[src/rtl/random_pkg.sv]
// Shared types and constants for the random shuffler: FSM states and the LFSR seed/taps.
package random_pkg;

  typedef enum logic {
    IDLE = 1'b0,
    RUN  = 1'b1
  } state_e;

  localparam logic [15:0] LFSR_SEED = 16'hACE1;
  localparam logic [15:0] LFSR_TAPS = 16'hB400;

  // One right-shifting Galois step; a nonzero state never reaches zero.
  function automatic logic [15:0] lfsr_next(input logic [15:0] s);
    return {1'b0, s[15:1]} ^ (s[0] ? LFSR_TAPS : 16'h0000);
  endfunction

endpackage

[src/rtl/random_shuffler_lfsr16.sv]
// Free-running 16-bit Galois LFSR, reseeded by synchronous active-low reset.
module lfsr16
  import random_pkg::*;
(
  input  logic        i_clk,
  input  logic        i_rst_n,
  output logic [15:0] o_state
);

  logic [15:0] state_q;
  logic [15:0] state_d;

  always_comb begin
    state_d = lfsr_next(state_q);
  end

  always_ff @(posedge i_clk) begin
    if (!i_rst_n) begin
      state_q <= LFSR_SEED;
    end else begin
      state_q <= state_d;
    end
  end

  assign o_state = state_q;

endmodule

[src/rtl/random_shuffler.sv]
// Emits N_STEPS LFSR-derived nibbles per start, each interval INT_INC longer than the last.
// Build option RANDOM_NO_REPEAT_EN: a value equal to the current output is bumped by one.
module random_shuffler
  import random_pkg::*;
#(
  parameter int unsigned BASE_INT = 1000000,
  parameter int unsigned INT_INC  = 500000,
  parameter int unsigned N_STEPS  = 12
) (
  input  logic       i_clk,
  input  logic       i_rst_n,
  input  logic       i_start,
  output logic [3:0] o_random_out,
  output logic       o_valid,
  output logic       o_done,
  output logic       o_busy
);

  localparam logic [31:0] BASE_W  = 32'(BASE_INT);
  localparam logic [31:0] INC_W   = 32'(INT_INC);
  localparam logic [7:0]  STEPS_W = 8'(N_STEPS);

  state_e      state_q, state_d;
  logic [31:0] timer_q, timer_d;
  logic [31:0] interval_q, interval_d;
  logic [7:0]  step_q, step_d;
  logic [3:0]  out_q, out_d;
  logic        valid_q, valid_d;
  logic        done_q, done_d;
  logic        busy_q, busy_d;

  logic [15:0] lfsr_state;
  logic        unused_lfsr_hi;
  logic [3:0]  next_value;
  logic        update;
  logic        last;

  lfsr16 u_lfsr (
    .i_clk   (i_clk),
    .i_rst_n (i_rst_n),
    .o_state (lfsr_state)
  );

  assign unused_lfsr_hi = ^lfsr_state[15:4];

`ifdef RANDOM_NO_REPEAT_EN
  assign next_value = (lfsr_state[3:0] == out_q) ? lfsr_state[3:0] + 4'd1 : lfsr_state[3:0];
`else
  assign next_value = lfsr_state[3:0];
`endif

  assign update = (state_q == RUN) && (timer_q == interval_q - 32'd1);
  assign last   = update && (step_q + 8'd1 == STEPS_W);

  // A start always wins over the timer bookkeeping, but never cancels a due update.
  always_comb begin
    state_d    = state_q;
    timer_d    = timer_q;
    interval_d = interval_q;
    step_d     = step_q;
    out_d      = out_q;
    valid_d    = 1'b0;
    done_d     = 1'b0;
    busy_d     = (state_q == RUN);
    case (state_q)
      IDLE: begin
        if (i_start) begin
          state_d    = RUN;
          timer_d    = 32'd0;
          step_d     = 8'd0;
          interval_d = BASE_W;
        end
      end
      RUN: begin
        timer_d = timer_q + 32'd1;
        if (update) begin
          out_d      = next_value;
          valid_d    = 1'b1;
          step_d     = step_q + 8'd1;
          interval_d = interval_q + INC_W;
          timer_d    = 32'd0;
        end
        if (last && !i_start) begin
          done_d  = 1'b1;
          state_d = IDLE;
        end
        if (i_start) begin
          timer_d    = 32'd0;
          step_d     = 8'd0;
          interval_d = BASE_W;
        end
      end
      default: state_d = IDLE;
    endcase
  end

  always_ff @(posedge i_clk) begin
    if (!i_rst_n) begin
      state_q    <= IDLE;
      timer_q    <= 32'd0;
      interval_q <= BASE_W;
      step_q     <= 8'd0;
      out_q      <= 4'd0;
      valid_q    <= 1'b0;
      done_q     <= 1'b0;
      busy_q     <= 1'b0;
    end else begin
      state_q    <= state_d;
      timer_q    <= timer_d;
      interval_q <= interval_d;
      step_q     <= step_d;
      out_q      <= out_d;
      valid_q    <= valid_d;
      done_q     <= done_d;
      busy_q     <= busy_d;
    end
  end

  assign o_random_out = out_q;
  assign o_valid      = valid_q;
  assign o_done       = done_q;
  assign o_busy       = busy_q;

endmodule

[config.mk]
export PLATFORM = sky130hd
export DESIGN_NAME = random_shuffler
export DESIGN_NICKNAME = d
export VERILOG_FILES = /design/src/rtl/random_pkg.sv /design/src/rtl/random_shuffler_lfsr16.sv /design/src/rtl/random_shuffler.sv
export SDC_FILE = /design/constraint.sdc
export NUM_CORES = 1
export LEC_CHECK = 0
export ABC_AREA = 1
export CORE_ASPECT_RATIO = 0.75
export CORE_UTILIZATION = 55
export DETAILED_ROUTE_END_ITERATION = 10
export GPL_ROUTABILITY_DRIVEN = 1
export GPL_TIMING_DRIVEN = 0
export PLACE_DENSITY = 0.71
export SLEW_MARGIN = 10
export SYNTH_ARGS = -nofsm -noshare
export SYNTH_HDL_FRONTEND = slang
export SYNTH_SLANG_ARGS = --single-unit
[constraint.sdc]
create_clock -name i_clk -period 3.3 [get_ports i_clk]
set_input_delay 0.33 -clock i_clk [delete_from_list [all_inputs] [get_ports i_clk]]
set_output_delay 0.33 -clock i_clk [all_outputs]
set_load 0.005 [all_outputs]
==> metrics.cfg, run 1 <==
[pwr]
power_uw=2560
ir_drop_v=0.000372
power_density_mw_per_mm2=374
p_leak_uw=0.00295

[floorplan]
fp.dieH_um=94.4
dieArea_mm2=0.0118
rows=33
initial_core_util=0.568
die_x_um=125
ios=10
core-area_mm2=0.0110

[placement]
gp_congestion=0.957
dp_slack_ns=0.294
io_buffers=7
hpwl_mm=13.7

[synth]
yosys.cell_types.count=41
postSynthCellCount=1003
ys_seq_area_frac=0.291
ys_async_sr_fraction=0
synth_nets=1012
avgSynthCellArea_um2=6.25
synth_top_cells_by_count=nand2_1, nor2_1, nand3_1
syn_area_mm2=0.00627
synth_ff_type=dfxtp_1
ys_ff_latch=91
synth_top_cell_area_share=0.291
synth_area_leaders=dfxtp_1, nand2_1, nand3_1
yosysMostFrequentCell=nand2_1
ys_warn_count=0
synth_edf_count=0
yosysTopAreaCell=dfxtp_1

[run_status]
status=finished clean

[detailed_routing]
drtIter0Drc=664
via_per_inst=5.53
route.antenna.remaining_nets=0
wl_met1_mm=8.72
wl_met3_mm=1.65
wl_per_cell_um=15.4
top_layer=met4
wl_mm=18.0
vias=6467
met2_length_mm=7.40
route.detailed.drc=0
first_pass_iters=6

[worst_setup_path]
endpoint_kind=flop
criticalPathCategory=flop to flop
path_max_fanout=10
r2r_start=interval_q[5]
crit_required_ns=3.57
crit_path_start_kind=flop
cp-startpoint=interval_q[5]
critical_path_arrival_ns=3.23

[grt]
grt_pass1_wl_mm=29.4
antenna_found_initial=0
grt_max_degree=20
grt-ovfl-total=0
first_global_vias=5601
grt_usage=0.318

[clock_tree]
cts_max_path_buffers=2
cts_sinks=91
h-tree-depth=3
cts_made_buffers=9
clk_pin_slew_ns=0.08
clk_latency_ns=0.35
tritoncts=built
holdBufCountCts=0
root_buffer=clkbuf_16

[sta]
fin_crit_ns=2.95
grt_setup_unrepaired=no
fmaxAchievable_ghz=0.339
hold_viol=0
post-route-period-util=0.895
tns_ns=0
fin_ws_ns=0.347
finalSetupViolations=0
finalMaxSlewViolations=0
slew-limit-headroom=0.517
skew_ns=0.00993
tightest_slew_ns=0.724

[hold_path]
hp-class=input port to flop
min_from=i_rst_n

[flow_run]
max_cap_violations=0

[cells_and_area]
multi_input_area_mm2=0.00378
drive_gt1_frac=0.0709
area_growth_pct=9.50
seq_area_mm2=0.00182
layout.nets=1033
fin_util=0.623
diodes=0
fill_cells=1070

## layer usage
| metal | vias up | GRT usage |
|---|---|---|
| met3 | 20 | 0.0550 |
| met4 | 0 | 0.0722 |
| met1 | 2911 | 0.472 |
| li1 | 3261 | - |
| met5 | - | 0 |
| met2 | 275 | 0.477 |
## path summary, 6_finish.rpt
kind / cells past startpoint / slack (ns) / end
setup / recovery: 17 / 0.35 / interval_q[8]
hold / removal: 3 / 0.30 / o_random_out[1]
hold reg to reg: 1 / 0.41 / u_lfsr.o_state[7]
setup reg to reg: 17 / 0.35 / interval_q[8]
## state kept, by name, indices dropped and copies added, names as in the netlist
name / flops
o_done: 1
interval_q: 27
busy_d: 1
o_random_out: 4
o_valid: 1
step_q: 8
o_busy: 1
timer_q: 32
u_lfsr.o_state: 16
## stage by stage
stage          area, um^2  std cells  hold slack (ns)
3_3_place_gp         6510       1150            0.396
5_1_grt              6860       1169            0.308
2_1_floorplan        6270       1003            0.390
4_1_cts              6810       1166            0.289
3_5_place_dp         6510       1150            0.398
6_report             6860       1169            0.300
## logic make-up (layout without fill, tap and decap cells)
group,Yosys count,in the layout,share of synthesized area
AND/OR/NAND/NOR,586,586,0.420
buffers and inverters,160,186,0.107
AO/OA/AOI/OAI,113,113,0.0964
flip-flops,91,91,0.291
XOR/XNOR,47,47,0.0745
adder cells (fa/ha/maj),6,6,0.0120
## critical path, stage by stage (launching register included)
cell and delay, ns:
dfxtp_1 0.36, inv_1 0.20, ha_2 0.30, nand2_2 0.12, nor2_4 0.16, buf_6 0.16
nand3_1 0.09, nand3_1 0.14, nand2_1 0.08, nor2_1 0.10, nand2_1 0.06, nor2_1 0.12
nand3_2 0.14, o21bai_4 0.29, buf_12 0.15, buf_6 0.15, nand3_1 0.09, a21oi_1 0.16
## power breakdown
part / switching [uW] / internal, uW
Combinational: 250 / 116
Sequential: 20.6 / 1130
Clock: 511 / 540
## cell usage in the layout, fill, tap and decap left out, types with 24 or more instances in the layout
cell type  Yosys  final
nand3_1      106    106
nand4_1       27     27
inv_1        102    102
a21oi_1       64     64
dfxtp_1       91     91
nand2_1      267    267
clkbuf_1      35     35
nor3_1        24     24
xor2_1        35     35
o21ai_0       34     34
nor2_1       110    110
## area by class of cell
type	count	share of cell area
Timing Repair Buffer	10	0.0171
Sequential cell	91	0.265
Inverter	106	0.0580
Clock buffer	9	0.0328
Tap cell	140	0.0255
Clock inverter	7	0.0109
Buffer	54	0.0396
Multi-Input combinational cell	752	0.551
## timing repair
action	in CTS	in global routing
gates resized for setup	0	1
setup buffers	0	3
endpoints found under the setup margin	0	32
(Power assumes the default switching activity.)
==> inputs of run 2 (changes only) <==
--- a/config.mk
+++ b/config.mk
@@ -5,13 +5,12 @@
 export SDC_FILE = /design/constraint.sdc
 export NUM_CORES = 1
 export LEC_CHECK = 0
-export ABC_AREA = 1
 export CORE_ASPECT_RATIO = 0.75
 export CORE_UTILIZATION = 55
 export DETAILED_ROUTE_END_ITERATION = 10
 export GPL_ROUTABILITY_DRIVEN = 1
 export GPL_TIMING_DRIVEN = 0
-export PLACE_DENSITY = 0.71
+export PLACE_DENSITY = 0.72
 export SLEW_MARGIN = 10
 export SYNTH_ARGS = -nofsm -noshare
 export SYNTH_HDL_FRONTEND = slang
==> run 2 against run 1 <==
The run now ends with negative setup slack left; critical path depth down 5; sequential power about the same; register-to-register slack worse by 0.41 ns; core utilization up 5.0 points; count of clock-buffer cells in the layout unchanged; critical path type unchanged; critical endpoint is now interval_q[10]; largest power group unchanged; first-iteration DRC count down 34%; cell count down 33%; routed wire length down 23%; fmax down 12%; highest routed layer unchanged.
==> metrics.cfg, run 2 <==
[hold_path]
hp-class=flop to flop
min_from=u_lfsr.o_state[6]
worstHoldPathCells=1
min_to=u_lfsr.o_state[5]

[worst_setup_path]
r2r_cells=12
crit_required_ns=3.58
cp-startpoint=interval_q[6]
r2r_start=interval_q[6]
regToRegSetupSlack_ns=-0.06
endpoint_kind=flop
r2r_end=interval_q[10]
crit_path_start_kind=flop
criticalPathCategory=flop to flop
critical_path_arrival_ns=3.63
path_max_fanout=5

[sta]
post-route-period-util=1.02
tns_ns=-0.221
fin_crit_ns=3.36
fmaxAchievable_ghz=0.298
skew_ns=0.00748
grt_setup_unrepaired=yes
slew-limit-headroom=0.497
finalSetupViolations=6
tightest_slew_ns=0.752
finalMaxSlewViolations=0
fin_ws_ns=-0.0582
hold_viol=0

[floorplan]
die_x_um=114
dieArea_mm2=0.00972
ios=10
initial_core_util=0.567
core-area_mm2=0.00905
rows=30
fp.dieH_um=85.6

[grt]
grt-ovfl-total=0
antenna_found_initial=0
grt_max_degree=20
grt_usage=0.297
grt_pass1_wl_mm=22.3
first_global_vias=4371

[synth]
synth_area_leaders=dfxtp_1, xor2_1, xnor2_1
yosysTopAreaCell=dfxtp_1
synthXorXnorAreaFrac=0.106
synth_edf_count=0
synth_nets=628
synth_ff_type=dfxtp_1
synthMuxAreaShare=0.0176
yosys.cell_types.count=65
postSynthCellCount=619
ys_ff_latch=91
synth_top_family_by_area=simple AND/OR/NAND/NOR gates
synth-simple-area-share=0.326
synth_fa_ha_area_frac=0.0166
avgSynthCellArea_um2=8.29
synth_top_cell_area_share=0.355
ys_seq_area_frac=0.355
synth_compound_area_frac=0.134
synth_top_cells_by_count=dfxtp_1, nor2_1, nand3_1
ys_async_sr_fraction=0
ys_warn_count=0
syn_area_mm2=0.00513
yosysMostFrequentCell=dfxtp_1

[detailed_routing]
drtIter0Drc=435
via_per_inst=6.07
first_pass_iters=5
wl_per_cell_um=17.7
vias=4774
wl_mm=13.9
route.detailed.drc=0
route.antenna.remaining_nets=0

[cells_and_area]
mostFrequentLayoutCells=dfxtp_1, nor2_1, nand3_1
diodes=0
stdcell_count=787
final_common_cell=dfxtp_1
top_register=timer_q
layout.nets=663
seq_area_mm2=0.00183
fill_cells=744
area_growth_pct=18.7
drive_gt1_frac=0.155
largest_reg_flops=32
multi_input_area_mm2=0.00332

[clock_tree]
root_buffer=clkbuf_16
clk_latency_ns=0.35
tritoncts=built
cts_max_path_buffers=2
cts_made_buffers=9
h-tree-depth=3
clk_pin_slew_ns=0.07
cts_sinks=91

[pwr]
seqPwrFrac=0.505
power_uw=2210
power_density_mw_per_mm2=364
p_sw_frac=0.247
p_leak_uw=0.00200
intPower_uw=1670
combPwrFrac=0.027
p_switching_uw=548
ir_drop_v=0.000411
clockPowerShare=0.469

[run_status]
status=complete, but fails checks
violations=negative setup slack

[placement]
io_buffers=9
gp_congestion=0.902
post-place-cells=756
dp_slack_ns=-0.689
hpwl_mm=9.80

[flow_run]
max_cap_violations=0

[run 2: how the worst max path moves through the flow]
stage / to / cells after the start
CTS: step_q[4] / 10
global route: interval_q[12] / 12
finish: interval_q[10] / 12
global placement: timer_q[25] / 13
detailed placement: timer_q[11] / 13
floorplan: interval_q[10] / 13
[run 2: per-layer routing]
metal | track usage | wire [um] | part of all wire
met1 | 0.424 | 6500 | 0.47
met2 | 0.453 | 6190 | 0.44
met3 | 0.0466 | 907 | 0.065
met4 | 0.111 | 318 | 0.023
met5 | 0 | 0 | 0
[run 2: timing repair]
action / CTS / global route
setup buffers: 6 / 13
hold buffers: 0 / 0
gates resized for setup: 36 / 33
pin swaps: 9 / 21
setup endpoints to repair: 73 / 61
gates cloned: 1 / 0
[run 2: layout make-up]
cell class                 instances  share of cell area
timing repair buffer              29              0.0413
sequential                        91               0.301
multi-input combinational        478               0.545
buffer                            33              0.0298
clock buffer                       9              0.0370
tap                              128              0.0263
clock inverter                     7              0.0119
inverter                          12             0.00781
[run 2: through the flow]
step / instance area (um^2) / hold WS (ns) / util
3_3_place_gp: 5390 / 0.392 / 0.596
3_5_place_dp: 5390 / 0.394 / 0.596
4_1_cts: 5890 / 0.412 / 0.651
5_1_grt: 6090 / 0.421 / 0.673
2_1_floorplan: 5140 / 0.386 / -
6_report: 6090 / 0.410 / 0.673
[run 2: worst max-delay path: stages, from the launching register on]
cell	delay, ns
dfxtp_4	0.35
inv_4	0.06
ha_4	0.14
or4b_4	0.52
buf_4	0.19
nor4_4	0.22
and3_1	0.24
o22ai_1	0.15
nor4_4	0.40
nand4_4	0.21
buf_6	0.20
or4_1	0.47
a21oi_1	0.13
[run 2: power by group through the flow]
stage / Clock (uW) / Sequential [uW] / Combinational, uW
6_report: 1040 / 1120 / 58.9
5_1_grt: 1090 / 1120 / 64.8
4_1_cts: 1040 / 1120 / 58.3
3_5_place_dp: 0 / 1150 / 56.5
3_3_place_gp: 0 / 1140 / 55.1
2_1_floorplan: 0 / 1140 / 35.7
[run 2: cells by family after synthesis]
kind of cell,Yosys count
and+or+nand+nor,295
AOI/OAI and AO/OA,105
DFF,91
xor gates and xnor gates,62
buffers and inverters,50
muxes,9
adders and majority gates,7
==> inputs of run 3 (changes only) <==
--- a/config.mk
+++ b/config.mk
@@ -6,6 +6,7 @@
 export NUM_CORES = 1
 export LEC_CHECK = 0
 export CORE_ASPECT_RATIO = 0.75
+export CORE_MARGIN = 2
 export CORE_UTILIZATION = 55
 export DETAILED_ROUTE_END_ITERATION = 10
 export GPL_ROUTABILITY_DRIVEN = 1
==> run 3 against run 2 <==
The run now ends clean; clock power barely moved; global-route usage is 2.0 points lower; routed wire length about the same; cell count down 1.0%; critical path type unchanged; fmax increased by 3.5%; non-clock buffer count shrank 8.
==> metrics.cfg, run 3 (synthesized netlist as in run 2, its figures left out) <==
[floorplan]
core-area_mm2=0.00905
dieArea_mm2=0.0101
ios=10
fp.dieH_um=87.6
initial_core_util=0.567
die_x_um=116
rows=30

[grt]
grt_usage=0.278
antenna_found_initial=0
grt-ovfl-total=0
grt_pass1_wl_mm=21.9
first_global_vias=4319
grt_max_degree=20

[worst_setup_path]
crit_path_start_kind=flop
critical_path_arrival_ns=3.52
path_max_fanout=8
criticalPathCategory=flop to flop
endpoint_kind=flop
crit_required_ns=3.58

[placement]
post-place-cells=756
io_buffers=9
hpwl_mm=9.80
dp_slack_ns=-0.646
dpl_cell_area_mm2=0.00539
gp_congestion=0.925

[clock_tree]
cts_made_buffers=9
cts_max_path_buffers=2
h-tree-depth=3
clk_pin_slew_ns=0.07
root_buffer=clkbuf_16
tritoncts=built
cts_sinks=91
clk_latency_ns=0.35
holdBufCountCts=0

[pwr]
power_density_mw_per_mm2=370
p_leak_uw=0.00194
ir_drop_v=0.000492

[cells_and_area]
top_register=timer_q
fin_util=0.663
diodes=0
final_common_cell=dfxtp_1
mostFrequentLayoutCells=dfxtp_1, nor2_1, nand3_1
stdcell_area_mm2=0.00599
stdcell_count=779
area_growth_pct=16.9
drive_gt1_frac=0.141
layout.nets=655
largest_reg_flops=32

[detailed_routing]
vias=4734
wl_mm=13.9
wl_met1_mm=6.46
wl_met3_um=971
met2_length_mm=6.18
drtIter0Drc=569
top_layer=met4
wl_per_cell_um=17.9
route.antenna.remaining_nets=0
route.detailed.drc=0
via_per_inst=6.08
first_pass_iters=5

[flow_run]
max_cap_violations=0

[sta]
fin_crit_ns=3.25
grt_setup_unrepaired=yes
fmaxAchievable_ghz=0.308
fin_ws_ns=0.0540
tns_ns=0
post-route-period-util=0.984
skew_ns=0.00860
finalSetupViolations=0
tightest_slew_ns=0.845
slew-limit-headroom=0.435
finalMaxSlewViolations=0
hold_viol=0

[hold_path]
hp-class=flop to flop

[run_status]
status=finished clean

## run 3: cell types whose count changed in the layout (fill, tap and decap cells not counted), moves of 2 or more
cell,delta
a21oi_2,+2
buf_6,-2
buf_4,-6
inv_6,-2
clkinv_4,+2
## run 3: area by class of cell
type | instances | area (um^2)
well taps | 128 | 160
inverters | 12 | 47.5
multi-input cells | 478 | 3300
repair buffers | 21 | 181
clock inverters | 7 | 76.3
fillers | 739 | 3050
plain buffers | 33 | 168
flip-flops and latches | 91 | 1830
clock buffers | 9 | 225
## run 3: worst max-delay path: stages (launching register included)
cell     delay (ns)
dfxtp_4        0.35
inv_2          0.06
ha_4           0.13
or4b_4         0.56
nor4_4         0.23
xnor2_2        0.17
or3b_4         0.42
nor4_4         0.29
nand4_4        0.19
buf_6          0.19
or4_1          0.47
a21oi_1        0.12
## run 3: worst paths after layout
kind	start	slack [ns]	end	depth (start not counted)
max	interval_q[5]	0.05	interval_q[10]	11
min	u_lfsr.o_state[7]	0.42	u_lfsr.o_state[6]	1
max reg2reg	interval_q[5]	0.05	interval_q[10]	11
min reg2reg	u_lfsr.o_state[7]	0.42	u_lfsr.o_state[6]	1
## run 3: per-layer routing
layer | vias to the layer above | GRT usage
met5 | - | 0
met4 | 0 | 0.0931
met3 | 27 | 0.0471
met2 | 162 | 0.436
met1 | 2237 | 0.390
li1 | 2308 | -
## run 3: per-stage QoR
step,hold slack (ns),total power [uW]
floorplan,0.386,1180
global placement,0.391,1200
detailed placement,0.401,1200
CTS,0.419,2220
global route,0.430,2280
finish,0.418,2220
## run 3: timing repair
action	4_1_cts	5_1_grt
cloned	1	0
setup buffers	6	5
resized for setup	33	31
endpoints found under the setup margin	72	72
pin swaps	6	17
## run 3: report_power, final
| part | switching, uW | leakage [uW] | internal [uW] | total (uW) |
|---|---|---|---|---|
| Clock | 501 | 0.000149 | 539 | 1040 |
| Combinational | 38.6 | 0.00105 | 19.9 | 58.5 |
| Sequential | 6.53 | 0.000740 | 1110 | 1120 |
